**src/rtl/mw_pkg.sv**
```systemverilog
// rtl/mw_pkg.sv - shared state encoding, defaults and power clamp for the microwave controller
package mw_pkg;

    typedef enum logic [2:0] {
        ST_IDLE  = 3'd0,
        ST_COOK  = 3'd1,
        ST_PAUSE = 3'd2,
        ST_DONE  = 3'd3
    } mw_state_e;

    localparam int DEF_DUTY_WINDOW = 10;
    localparam int DEF_BEEP_SECS   = 3;
    localparam int DEF_MAX_DIGITS  = 4;

    // Out-of-range settings fall back to full power rather than off.
    function automatic logic [3:0] clamp_power(input logic [3:0] level);
        return (level == 4'd0 || level > 4'd10) ? 4'd10 : level;
    endfunction

endpackage

```
**src/rtl/mw_duty_gen.sv**
```systemverilog
// rtl/mw_duty_gen.sv - duty-window phase counter and power compare for the magnetron
module mw_duty_gen
    import mw_pkg::*;
#(
    parameter int DUTY_WINDOW = DEF_DUTY_WINDOW
) (
    input  logic       clk,
    input  logic       rst,
    input  logic       run,
    input  logic       restart,
    input  logic       tick_1hz,
    input  logic [3:0] eff_power,
    output logic       duty_on
);

    localparam int PW = $clog2(DUTY_WINDOW + 16);

    logic [PW-1:0] phase_q;
    logic [PW-1:0] phase_d;

    always_comb begin
        phase_d = phase_q;
        if (restart) begin
            phase_d = '0;
        end else if (run && tick_1hz) begin
            phase_d = (phase_q == PW'(DUTY_WINDOW - 1)) ? '0 : phase_q + PW'(1);
        end
    end

    always_ff @(posedge clk) begin
        if (rst) begin
            phase_q <= '0;
        end else begin
            phase_q <= phase_d;
        end
    end

    // Compare against the upcoming phase so the registered mag_on lines up with it.
    assign duty_on = phase_d < {{(PW-4){1'b0}}, eff_power};

endmodule

```
**src/rtl/mw_cook_sequencer.sv**
```systemverilog
// rtl/mw_cook_sequencer.sv - cook-cycle FSM driving timer strobes, magnetron duty and beep
module mw_cook_sequencer
    import mw_pkg::*;
#(
    parameter int DUTY_WINDOW = DEF_DUTY_WINDOW,
    parameter int BEEP_SECS   = DEF_BEEP_SECS,
    parameter int MAX_DIGITS  = DEF_MAX_DIGITS
) (
    input  logic       clk,
    input  logic       rst,
    input  logic       tick_1hz,
    input  logic       start,
    input  logic       stop,
    input  logic       clear,
    input  logic       door_closed,
    input  logic       key_valid,
    input  logic [3:0] key_digit,
    input  logic [3:0] power_level,
    input  logic       timer_zero,
    output logic       timer_load,
    output logic [3:0] timer_digit,
    output logic       timer_dec,
    output logic       timer_clear,
    output logic       mag_on,
    output logic       beep,
    output logic [2:0] state
);

    localparam int CW = $clog2(MAX_DIGITS + 1);
    localparam int BW = $clog2(BEEP_SECS + 1);

    mw_state_e     state_q;
    mw_state_e     state_d;
    logic [CW-1:0] digit_cnt;
    logic [BW-1:0] beep_cnt;
    logic          key_ok;
    logic          dec_d;
    logic          clr_d;
    logic          cnt_clr;
    logic          restart;
    logic          beep_inc;
    logic          run;
    logic          duty_on;
    logic [3:0]    eff_power;

    assign eff_power = clamp_power(power_level);
    assign run       = (state_q == ST_COOK) && (state_d == ST_COOK);
    assign state     = state_q;

    mw_duty_gen #(
        .DUTY_WINDOW(DUTY_WINDOW)
    ) u_duty (
        .clk      (clk),
        .rst      (rst),
        .run      (run),
        .restart  (restart),
        .tick_1hz (tick_1hz),
        .eff_power(eff_power),
        .duty_on  (duty_on)
    );

    // Each branch chain encodes the input priority: clear, stop/door, timer_zero, start, tick, key.
    always_comb begin
        state_d  = state_q;
        key_ok   = 1'b0;
        dec_d    = 1'b0;
        clr_d    = 1'b0;
        cnt_clr  = 1'b0;
        restart  = 1'b0;
        beep_inc = 1'b0;
        unique case (state_q)
            ST_IDLE: begin
                if (clear) begin
                    clr_d   = 1'b1;
                    cnt_clr = 1'b1;
                end else if (start && !stop) begin
                    if (door_closed && !timer_zero) begin
                        state_d = ST_COOK;
                        restart = 1'b1;
                        cnt_clr = 1'b1;
                    end
                end else if (!stop && key_valid && key_digit <= 4'd9
                             && digit_cnt < CW'(MAX_DIGITS)) begin
                    key_ok = 1'b1;
                end
            end
            ST_COOK: begin
                if (clear) begin
                    state_d = ST_IDLE;
                    clr_d   = 1'b1;
                end else if (stop || !door_closed) begin
                    state_d = ST_PAUSE;
                end else if (timer_zero) begin
                    state_d = ST_DONE;
                end else if (tick_1hz) begin
                    dec_d = 1'b1;
                end
            end
            ST_PAUSE: begin
                if (clear || stop) begin
                    state_d = ST_IDLE;
                    clr_d   = 1'b1;
                    cnt_clr = 1'b1;
                end else if (start && door_closed) begin
                    state_d = ST_COOK;
                end
            end
            ST_DONE: begin
                if (clear || stop || !door_closed) begin
                    state_d = ST_IDLE;
                    clr_d   = clear;
                end else if (tick_1hz) begin
                    if (beep_cnt == BW'(BEEP_SECS - 1)) begin
                        state_d = ST_IDLE;
                    end else begin
                        beep_inc = 1'b1;
                    end
                end
            end
            default: state_d = ST_IDLE;
        endcase
    end

    always_ff @(posedge clk) begin
        if (rst) begin
            state_q     <= ST_IDLE;
            digit_cnt   <= '0;
            beep_cnt    <= '0;
            timer_load  <= 1'b0;
            timer_digit <= 4'd0;
            timer_dec   <= 1'b0;
            timer_clear <= 1'b0;
            mag_on      <= 1'b0;
            beep        <= 1'b0;
        end else begin
            state_q     <= state_d;
            timer_load  <= key_ok;
            timer_dec   <= dec_d;
            timer_clear <= clr_d;
            if (key_ok) begin
                timer_digit <= key_digit;
                digit_cnt   <= digit_cnt + CW'(1);
            end else if (cnt_clr) begin
                digit_cnt <= '0;
            end
            // Door is rechecked here so an opening drops the magnetron within one cycle.
            mag_on <= (state_d == ST_COOK) && door_closed && duty_on;
            beep   <= (state_d == ST_DONE);
            if (state_d != ST_DONE) begin
                beep_cnt <= '0;
            end else if (beep_inc) begin
                beep_cnt <= beep_cnt + BW'(1);
            end
        end
    end

endmodule

```
**config.mk**
```make
export PLATFORM = sky130hd
export DESIGN_NAME = mw_cook_sequencer
export DESIGN_NICKNAME = d
export VERILOG_FILES = /design/src/rtl/mw_pkg.sv /design/src/rtl/mw_duty_gen.sv /design/src/rtl/mw_cook_sequencer.sv
export SDC_FILE = /design/constraint.sdc
export NUM_CORES = 1
export LEC_CHECK = 0
export ABC_AREA = 0
export CORE_AREA = 3 3 61 51
export CTS_CLUSTER_DIAMETER = 80
export DETAILED_ROUTE_END_ITERATION = 7
export DIE_AREA = 0 0 64 54
export PLACE_DENSITY = 0.75
export SLEW_MARGIN = 25
export SYNTH_ARGS = -nofsm -noshare
export SYNTH_HDL_FRONTEND = slang
export SYNTH_SLANG_ARGS = --single-unit
```
**constraint.sdc**
```tcl
create_clock -name clk -period 3.1 [get_ports clk]
set_input_delay 0.775 -clock clk [delete_from_list [all_inputs] [get_ports clk]]
set_output_delay 0.775 -clock clk [all_outputs]
set_load 0.005 [all_outputs]
```
==> key figures, run 1 <==
GRT
  – GRT overflow: 0
  – First-pass GRT wire length: 5.11 mm
  – Total GRT Usage: 19.2%
  – Largest net degree at the start of global routing: 14
  – Initial antenna violation count: 0
  – Vias in the first global route: 1145

Detailed routing
  – Via count: 1169
  – Iteration-0 DRC Markers: 86
  – Antenna Nets Post-Route: 0
  – Final WL: 3.16 mm
  – # DRC: 0
  – Wire length per cell: 14.7 um
  – Pre-Repair DR Iteration Count: 6
  – Avg Vias per Cell: 5.44

CTS
  – Root Buffer: clkbuf_4
  – CTS tree: yes
  – H-tree levels: 1
  – CTS Buffer Depth: 2
  – Post-cts resize count: 0
  – Worst-path clk slew: 130 ps
  – CTS sink cnt: 22
  – Postcts setup bufs: 0
  – Skew-Pair Late Insertion Delay: 320 ps
  – Total CTS buffers: 3
  – Hold buffer count at cts: 0

Placed design
  – DP Area: 0.00164 mm^2
  – Routability congestion estimate: 0.905
  – Detailed placement HPWL: 2.38 mm
  – Number of port buffers: 28

Synth
  – Dominant cell by count in the synthesized netlist: dfxtp_1
  – Syn Nets: 158
  – Synth area leaders: dfxtp_1 (36%), ha_1 (7.3%), nor3_1 (4.6%)
  – Gate Count Post-Synth: 134
  – Most area-hungry cell type in the Yosys netlist: dfxtp_1
  – Yosys warns: 0
  – Post-synth top cells: dfxtp_1 (22), nor2_1 (14), nor3_1 (11), ha_1 (7), inv_1 (7)
  – Synth Area per Inst: 9.01 um^2
  – Top cell type's share of synthesized area: 36.5%
  – Ys async rst share: 0%
  – Sequential element share of the synthesized area: 36.5%
  – Library cells used by synthesis: 48
  – Number of synthesized flops with an enable pin: 0
  – Synth Flop Type: dfxtp_1
  – Synth Register Bits: 22
  – Mapped cell area: 0.00121 mm^2

Die
  – Die ar.: 0.00346 mm^2
  – Core area: 0.00250 mm^2
  – Initial Util: 48.2%
  – Die X: 64 um
  – Die Y-Extent: 54 um
  – I/O pins: 29
  – FP Rows: 16

Power
  – Gate power share: 11.2%
  – Leak: 0.716 nW
  – Clk network pwr share: 38.8%
  – Flop pwr share: 50.1%
  – Sw Share: 21.4%
  – Sw Pwr: 0.123 mW
  – PwrDens: 337 mW/mm^2
  – Max VDD drop: 0.255 mV
  – P_int: 0.453 mW

Worst setup path
  – RR Endpoint: mag_on$_SDFF_PP0_
  – CP Data Arrival Time: 3200 ps
  – Crit path max fanout: 5
  – CP endpoint kind: register
  – End of the critical path: mag_on$_SDFF_PP0_
  – Worst Setup Start Kind: input pin
  – Reg2reg path depth: 10
  – Setup CP Type: input pin to register
  – Worst R2R Start: state[1]$_SDFF_PP0_
  – Setup crit start: stop
  – FF-to-FF setup slack: 520 ps
  – Worst Path Required: 3330 ps

Flow run
  – Maxcap violations: 0

Hold path
  – HP Class: register to register
  – Hold Startpoint: digit_cnt[1]$_SDFFE_PP0P_

STA
  – Final worst path period need: 2980 ps
  – Final hold violation count: 0
  – Sum of negative setup slack: 0 ps
  – Setup Viol. Count Final: 0
  – Max-slew headroom: 49.6%
  – Fin crit share: 96.0%
  – Peak Freq: 336 MHz
  – Max-slew violations: 0
  – Actual slew at the worst max-slew pin: 746 ps
  – RSZ-0062 raised after global routing: no
  – Clock Skew: 6.59 ps

Layout
  – Sequential Area: 440 um^2
  – Multi-input logic area: 723 um^2
  – Diode count: 0
  – Final non-filler cell area: 0.00171 mm^2
  – Share of cells above drive strength 1: 17.9%
  – Layout area overhead: 41.2%
  – Fillers: 217
  – Nets@finish: 204

Outcome
  – Status: finished clean
[through the flow]
stage	instances	util, %	power, mW	setup WS [ps]	hold slack [ps]
floorplan	134	-	0.313	304	447
global placement	211	65.4	0.353	-224	455
detailed placement	211	65.4	0.355	-296	473
CTS	215	67.5	0.575	23.1	491
global route	215	68.2	0.597	10.7	523
finish	215	68.2	0.575	123	491
[layout by cell type, fill, tap and decap left out, types with 2 or more instances in the layout]
| cell | count |
|---|---|
| nor4b_1 | 3 |
| a31oi_1 | 2 |
| clkbuf_4 | 3 |
| buf_4 | 18 |
| ha_1 | 7 |
| nand3_1 | 4 |
| nand4_1 | 2 |
| nor2_1 | 14 |
| mux2i_1 | 4 |
| o21ai_0 | 5 |
| clkdlybuf4s50_1 | 27 |
| and4b_1 | 2 |
| nor3_1 | 11 |
| nand2_1 | 6 |
| xnor2_1 | 2 |
| dfxtp_1 | 22 |
| xor2_1 | 3 |
| a21oi_1 | 3 |
| and3_1 | 3 |
| o211ai_1 | 3 |
| inv_1 | 7 |
[logic make-up (layout without fill, tap and decap cells)]
kind of cell | Yosys count | in the layout | share of synthesized area, %
fa+ha+maj | 7 | 7 | 7.25
xor+xnor | 5 | 5 | 3.63
buf+inv | 12 | 57 | 4.77
simple gates | 57 | 57 | 28.2
compound gates | 25 | 25 | 15.1
flops | 22 | 22 | 36.5
other cells | 1 | 1 | 0.311
mux | 5 | 5 | 4.25
[worst min path at each step]
stage / to / slack (ps) / cells past startpoint
2_1_floorplan: digit_cnt[1]$_SDFFE_PP0P_ / 450 / 2
3_3_place_gp: digit_cnt[1]$_SDFFE_PP0P_ / 450 / 2
3_5_place_dp: digit_cnt[1]$_SDFFE_PP0P_ / 470 / 2
4_1_cts: digit_cnt[1]$_SDFFE_PP0P_ / 490 / 2
5_1_grt: digit_cnt[1]$_SDFFE_PP0P_ / 520 / 2
6_report: digit_cnt[1]$_SDFFE_PP0P_ / 490 / 2
[power by group through the flow]
stage | logic (mW) | clock network, mW | registers, mW
finish | 0.0643 | 0.223 | 0.288
global route | 0.0696 | 0.238 | 0.289
CTS | 0.0619 | 0.225 | 0.288
detailed placement | 0.0607 | 0 | 0.294
global placement | 0.0594 | 0 | 0.294
floorplan | 0.0210 | 0 | 0.292
[layout make-up]
class / instances / share of cell area, %
Timing Repair Buffer: 46 / 24.5
Sequential cell: 22 / 25.8
Clock inverter: 1 / 1.76
Inverter: 7 / 1.54
Tap cell: 36 / 2.64
Clock buffer: 3 / 1.32
Multi-Input combinational cell: 100 / 42.4
[flip-flops by register name (all words and copies together) (netlist names)]
signal          flops
beep                1
beep_cnt            2
digit_cnt           3
mag_on              1
state               3
timer_clear         1
timer_dec           1
timer_digit         4
timer_load          1
u_duty.phase_q      5
[layer usage]
metal / global-route usage (%) / wire length [um]
met5: 0 / 0
met4: 3.58 / 19
met1: 23.8 / 1480
met3: 5.85 / 172
met2: 33.3 / 1490
[critical path: stages]
cell and delay, ps:
clkdlybuf4s50_1 560, nor3b_2 90, and3_1 250, o21ai_1 330, mux2_2 390, nor2_1 90, ha_1 170, nand2_1 50
and4b_1 160, o311a_1 110, o221a_2 220
No activity file was read; power rests on OpenSTA's default activity.
==> inputs of run 2 (changes only) <==
Settings changed: ABC_AREA 0 to 1, CORE_AREA 3 3 61 51 to 2 2 61 51, DIE_AREA 0 0 64 54 to 0 0 63 53, PLACE_DENSITY 0.75 to 0.77, SKIP_CTS_REPAIR_TIMING set to 1.
==> run 2 against run 1 <==
Clock power barely moved. Register-to-register slack better by 260 ps. Fmax rose by 7.1%. Power decreased by 0.15%. Routed wire length shrank 15%. Cell area fell by 0.88%. Core utilization shrank 5.6 points. Combinational power increased by 0.6%.
==> key figures, run 2 <==
Flow run
  – Maxcap violations: 0 (unchanged)

Layout
  – Max reg flops: 5 (unchanged)
  – Final non-filler cell area: 0.00169 mm^2 (was 0.00171 mm^2)
  – Nets@finish: 233 (was 204)
  – Share of cells above drive strength 1: 14.9% (was 17.9%)
  – Multi-input logic area: 753 um^2 (was 723 um^2)
  – Commonest non-fill, non-tap cells in the layout: clkdlybuf4s50_1 (28), nand2_1 (27), nor2_1 (24) (was clkdlybuf4s50_1 (27), dfxtp_1 (22), buf_4 (18))
  – Diode count: 0 (unchanged)
  – Most common cell after layout, fill and taps aside: clkdlybuf4s50_1 (unchanged)
  – Layout area overhead: 28.3% (was 41.2%)
  – Final Non-Filler Cells: 246 (was 215)
  – Fillers: 263 (was 217)
  – Top Registers: u_duty.phase_q: 5 flops, timer_digit: 4 flops (unchanged)
  – Top reg by flops: u_duty.phase_q (unchanged)
  – Sequential Area: 440 um^2 (unchanged)

Worst setup path
  – Worst Path Required: 3360 ps (was 3330 ps)
  – Crit path max fanout: 5 (unchanged)
  – Setup CP Type: input pin to register (unchanged)
  – CP Data Arrival Time: 3040 ps (was 3200 ps)
  – FF-to-FF setup slack: 780 ps (was 520 ps)
  – CP max-delay cell: clkdlybuf4s50_1 (unchanged)
  – Cells along the critical path: clkdlybuf4s50_1 > nand3_1 > nor2_4 > nor2_1 > nand2_4 > nand3_4 > inv_2 > nand2_1 > xor2_1 > nor2_1 > ha_1 > a21oi_1 > nand2_1 > a21oi_2 (was clkdlybuf4s50_1 > nor3b_2 > and3_1 > o21ai_1 > mux2_2 > nor2_1 > ha_1 > nand2_1 > and4b_1 > o311a_1 > o221a_2)
  – CP bufs+invs: 2 (was 1)
  – Cell family with most CP delay: simple AND/OR/NAND/NOR gates (was compound AO/OA/AOI/OAI gates)
  – Worst stage delay on the critical path: 600 ps (was 560 ps)
  – Worst Setup Start Kind: input pin (unchanged)
  – CP endpoint kind: register (unchanged)

STA
  – Sum of negative setup slack: 0 ps (unchanged)
  – Clock Skew: 3.85 ps (was 6.59 ps)
  – Setup Viol. Count Final: 0 (unchanged)
  – Max-slew violations: 0 (unchanged)
  – Fin crit share: 89.7% (was 96.0%)
  – RSZ-0062 raised after global routing: no (unchanged)
  – Final Hold Slack: 475 ps (was 491 ps)
  – Final hold violation count: 0 (unchanged)
  – Final worst path period need: 2780 ps (was 2980 ps)
  – Peak Freq: 360 MHz (was 336 MHz)

Synth
  – Syn Nets: 201 (was 158)
  – Number of synthesized flops with an enable pin: 0 (unchanged)
  – Ys async rst share: 0% (unchanged)
  – Sequential element share of the synthesized area: 33.4% (was 36.5%)
  – Most area-hungry cell type in the Yosys netlist: dfxtp_1 (unchanged)
  – Yosys warns: 0 (unchanged)
  – Synth Flop Type: dfxtp_1 (unchanged)
  – Synth area leaders: dfxtp_1 (33%), nand2_1 (7.7%), nor2_1 (6.8%) (was dfxtp_1 (36%), ha_1 (7.3%), nor3_1 (4.6%))
  – Mapped cell area: 0.00132 mm^2 (was 0.00121 mm^2)
  – Top cell type's share of synthesized area: 33.4% (was 36.5%)
  – Library cells used by synthesis: 33 (was 48)
  – Synth Register Bits: 22 (unchanged)
  – Dominant cell by count in the synthesized netlist: nand2_1 (was dfxtp_1)
  – Synth Area per Inst: 7.44 um^2 (was 9.01 um^2)
  – Gate Count Post-Synth: 177 (was 134)
  – Post-synth top cells: nand2_1 (27), nor2_1 (24), inv_1 (23), dfxtp_1 (22), nand3_1 (11) (was dfxtp_1 (22), nor2_1 (14), nor3_1 (11), ha_1 (7), inv_1 (7))

Power
  – Total Power: 0.575 mW (about the same)
  – Leak: 0.713 nW (was 0.716 nW)
  – PwrDens: 340 mW/mm^2 (was 337 mW/mm^2)
  – Max VDD drop: 0.213 mV (was 0.255 mV)

CTS
  – Root Buffer: clkbuf_4 (unchanged)
  – Worst-path clk slew: 130 ps (about the same)
  – Total CTS buffers: 3 (unchanged)
  – CTS Buffer Depth: 2 (unchanged)
  – Skew-Pair Late Insertion Delay: 320 ps (about the same)
  – CTS sink cnt: 22 (unchanged)
  – CTS tree: yes (unchanged)
  – H-tree levels: 1 (unchanged)

Outcome
  – Status: finished clean (unchanged)

Detailed routing
  – Antenna Nets Post-Route: 0 (unchanged)
  – Via count: 1204 (was 1169)
  – # DRC: 0 (unchanged)
  – Wire length per cell: 11.0 um (was 14.7 um)
  – Final WL: 2.70 mm (was 3.16 mm)
  – Pre-Repair DR Iteration Count: 4 (was 6)
  – Iteration-0 DRC Markers: 30 (was 86)
  – Avg Vias per Cell: 4.89 (was 5.44)

Die
  – Core area: 0.00270 mm^2 (was 0.00250 mm^2)
  – Die ar.: 0.00334 mm^2 (was 0.00346 mm^2)
  – I/O pins: 29 (unchanged)
  – Die Y-Extent: 53 um (was 54 um)
  – FP Rows: 17 (was 16)
  – Die X: 63 um (was 64 um)
  – Initial Util: 48.8% (was 48.2%)

Hold path
  – HP Class: register to register (unchanged)

Placed design
  – Routability congestion estimate: 0.910 (was 0.905)
  – Number of port buffers: 28 (unchanged)
  – Dpl cells: 242 (was 211)
  – Detailed placement HPWL: 2.15 mm (was 2.38 mm)
  – DP Area: 0.00164 mm^2 (about the same)

GRT
  – GRT overflow: 0 (unchanged)
  – Largest net degree at the start of global routing: 14 (unchanged)
  – Vias in the first global route: 1133 (was 1145)
  – Initial antenna violation count: 0 (unchanged)
  – First-pass GRT wire length: 4.85 mm (was 5.11 mm)
  – Total GRT Usage: 18.7% (was 19.2%)
run 2: cell count changes after synthesis, moves of 5 or more:
cell / delta
nand3_1: +7
a21oi_1: +5
nand2_1: +21
nor2_1: +10
nor3_1: -5
inv_1: +16
nand3_2: +5
run 2: routing by layer:
layer  vias to the layer above  global-route usage (%)  wire length (um)
li1                        631                       -                 -
met1                       536                    25.0              1410
met2                        32                    29.1              1090
met3                         5                    2.77               131
met4                         0                    10.4                61
met5                         -                       0                 0
run 2: through the flow:
| stage | worst slack (ps) | utilization (%) |
|---|---|---|
| after floorplan | 732 | - |
| after global placement | 113 | 60.6 |
| after detailed placement | 18.9 | 60.6 |
| after CTS | 336 | 62.6 |
| after global routing | 102 | 62.6 |
| final | 319 | 62.6 |
run 2: layout make-up:
class / count / share of cell area [%]
clock buffers: 3 / 1.33
repair buffers: 30 / 17.5
clock inverters: 1 / 1.78
flip-flops and latches: 22 / 26.1
well taps: 38 / 2.81
inverters: 27 / 6.00
multi-input cells: 125 / 44.6
run 2: worst paths after layout:
kind / from / end / cells past startpoint
max: door_closed / mag_on$_SDFF_PP0_ / 14
min reg2reg: digit_cnt[0]$_SDFFE_PP0P_ / digit_cnt[0]$_SDFFE_PP0P_ / 1
min: digit_cnt[0]$_SDFFE_PP0P_ / digit_cnt[0]$_SDFFE_PP0P_ / 1
max reg2reg: beep_cnt[0]$_SDFFE_PP0P_ / mag_on$_SDFF_PP0_ / 16
run 2: power by group:
part | switching [mW] | internal (mW) | leakage, nW
Clock | 0.0914 | 0.131 | 0.0279
Combinational | 0.0316 | 0.0331 | 0.508
Sequential | 0.00247 | 0.285 | 0.178
Total | 0.125 | 0.449 | 0.713
run 2: logic make-up (layout without fill, tap and decap cells):
kind of cell    count (synthesis)  after routing  share of synthesized area, %
simple gates                   94             94                          39.8
buf+inv                        30             61                          9.40
flops                          22             22                          33.4
compound gates                 20             20                          8.45
fa+ha+maj                       7              7                          6.65
xor+xnor                        3              3                          1.99
other cells                     1              1                         0.285
run 2: worst reg2reg max path, stage by stage (launching register included):
cell     delay (ps)
dfxtp_1         360
inv_1            50
ha_1            200
nand2_1          90
nand3_2         100
nor2_4          170
nor2_2           70
nand2_4          90
nand3_4          90
inv_2            80
nand2_1          60
xor2_1          180
nor2_1           60
ha_1            310
a21oi_1         160
nand2_1          80
a21oi_2         120
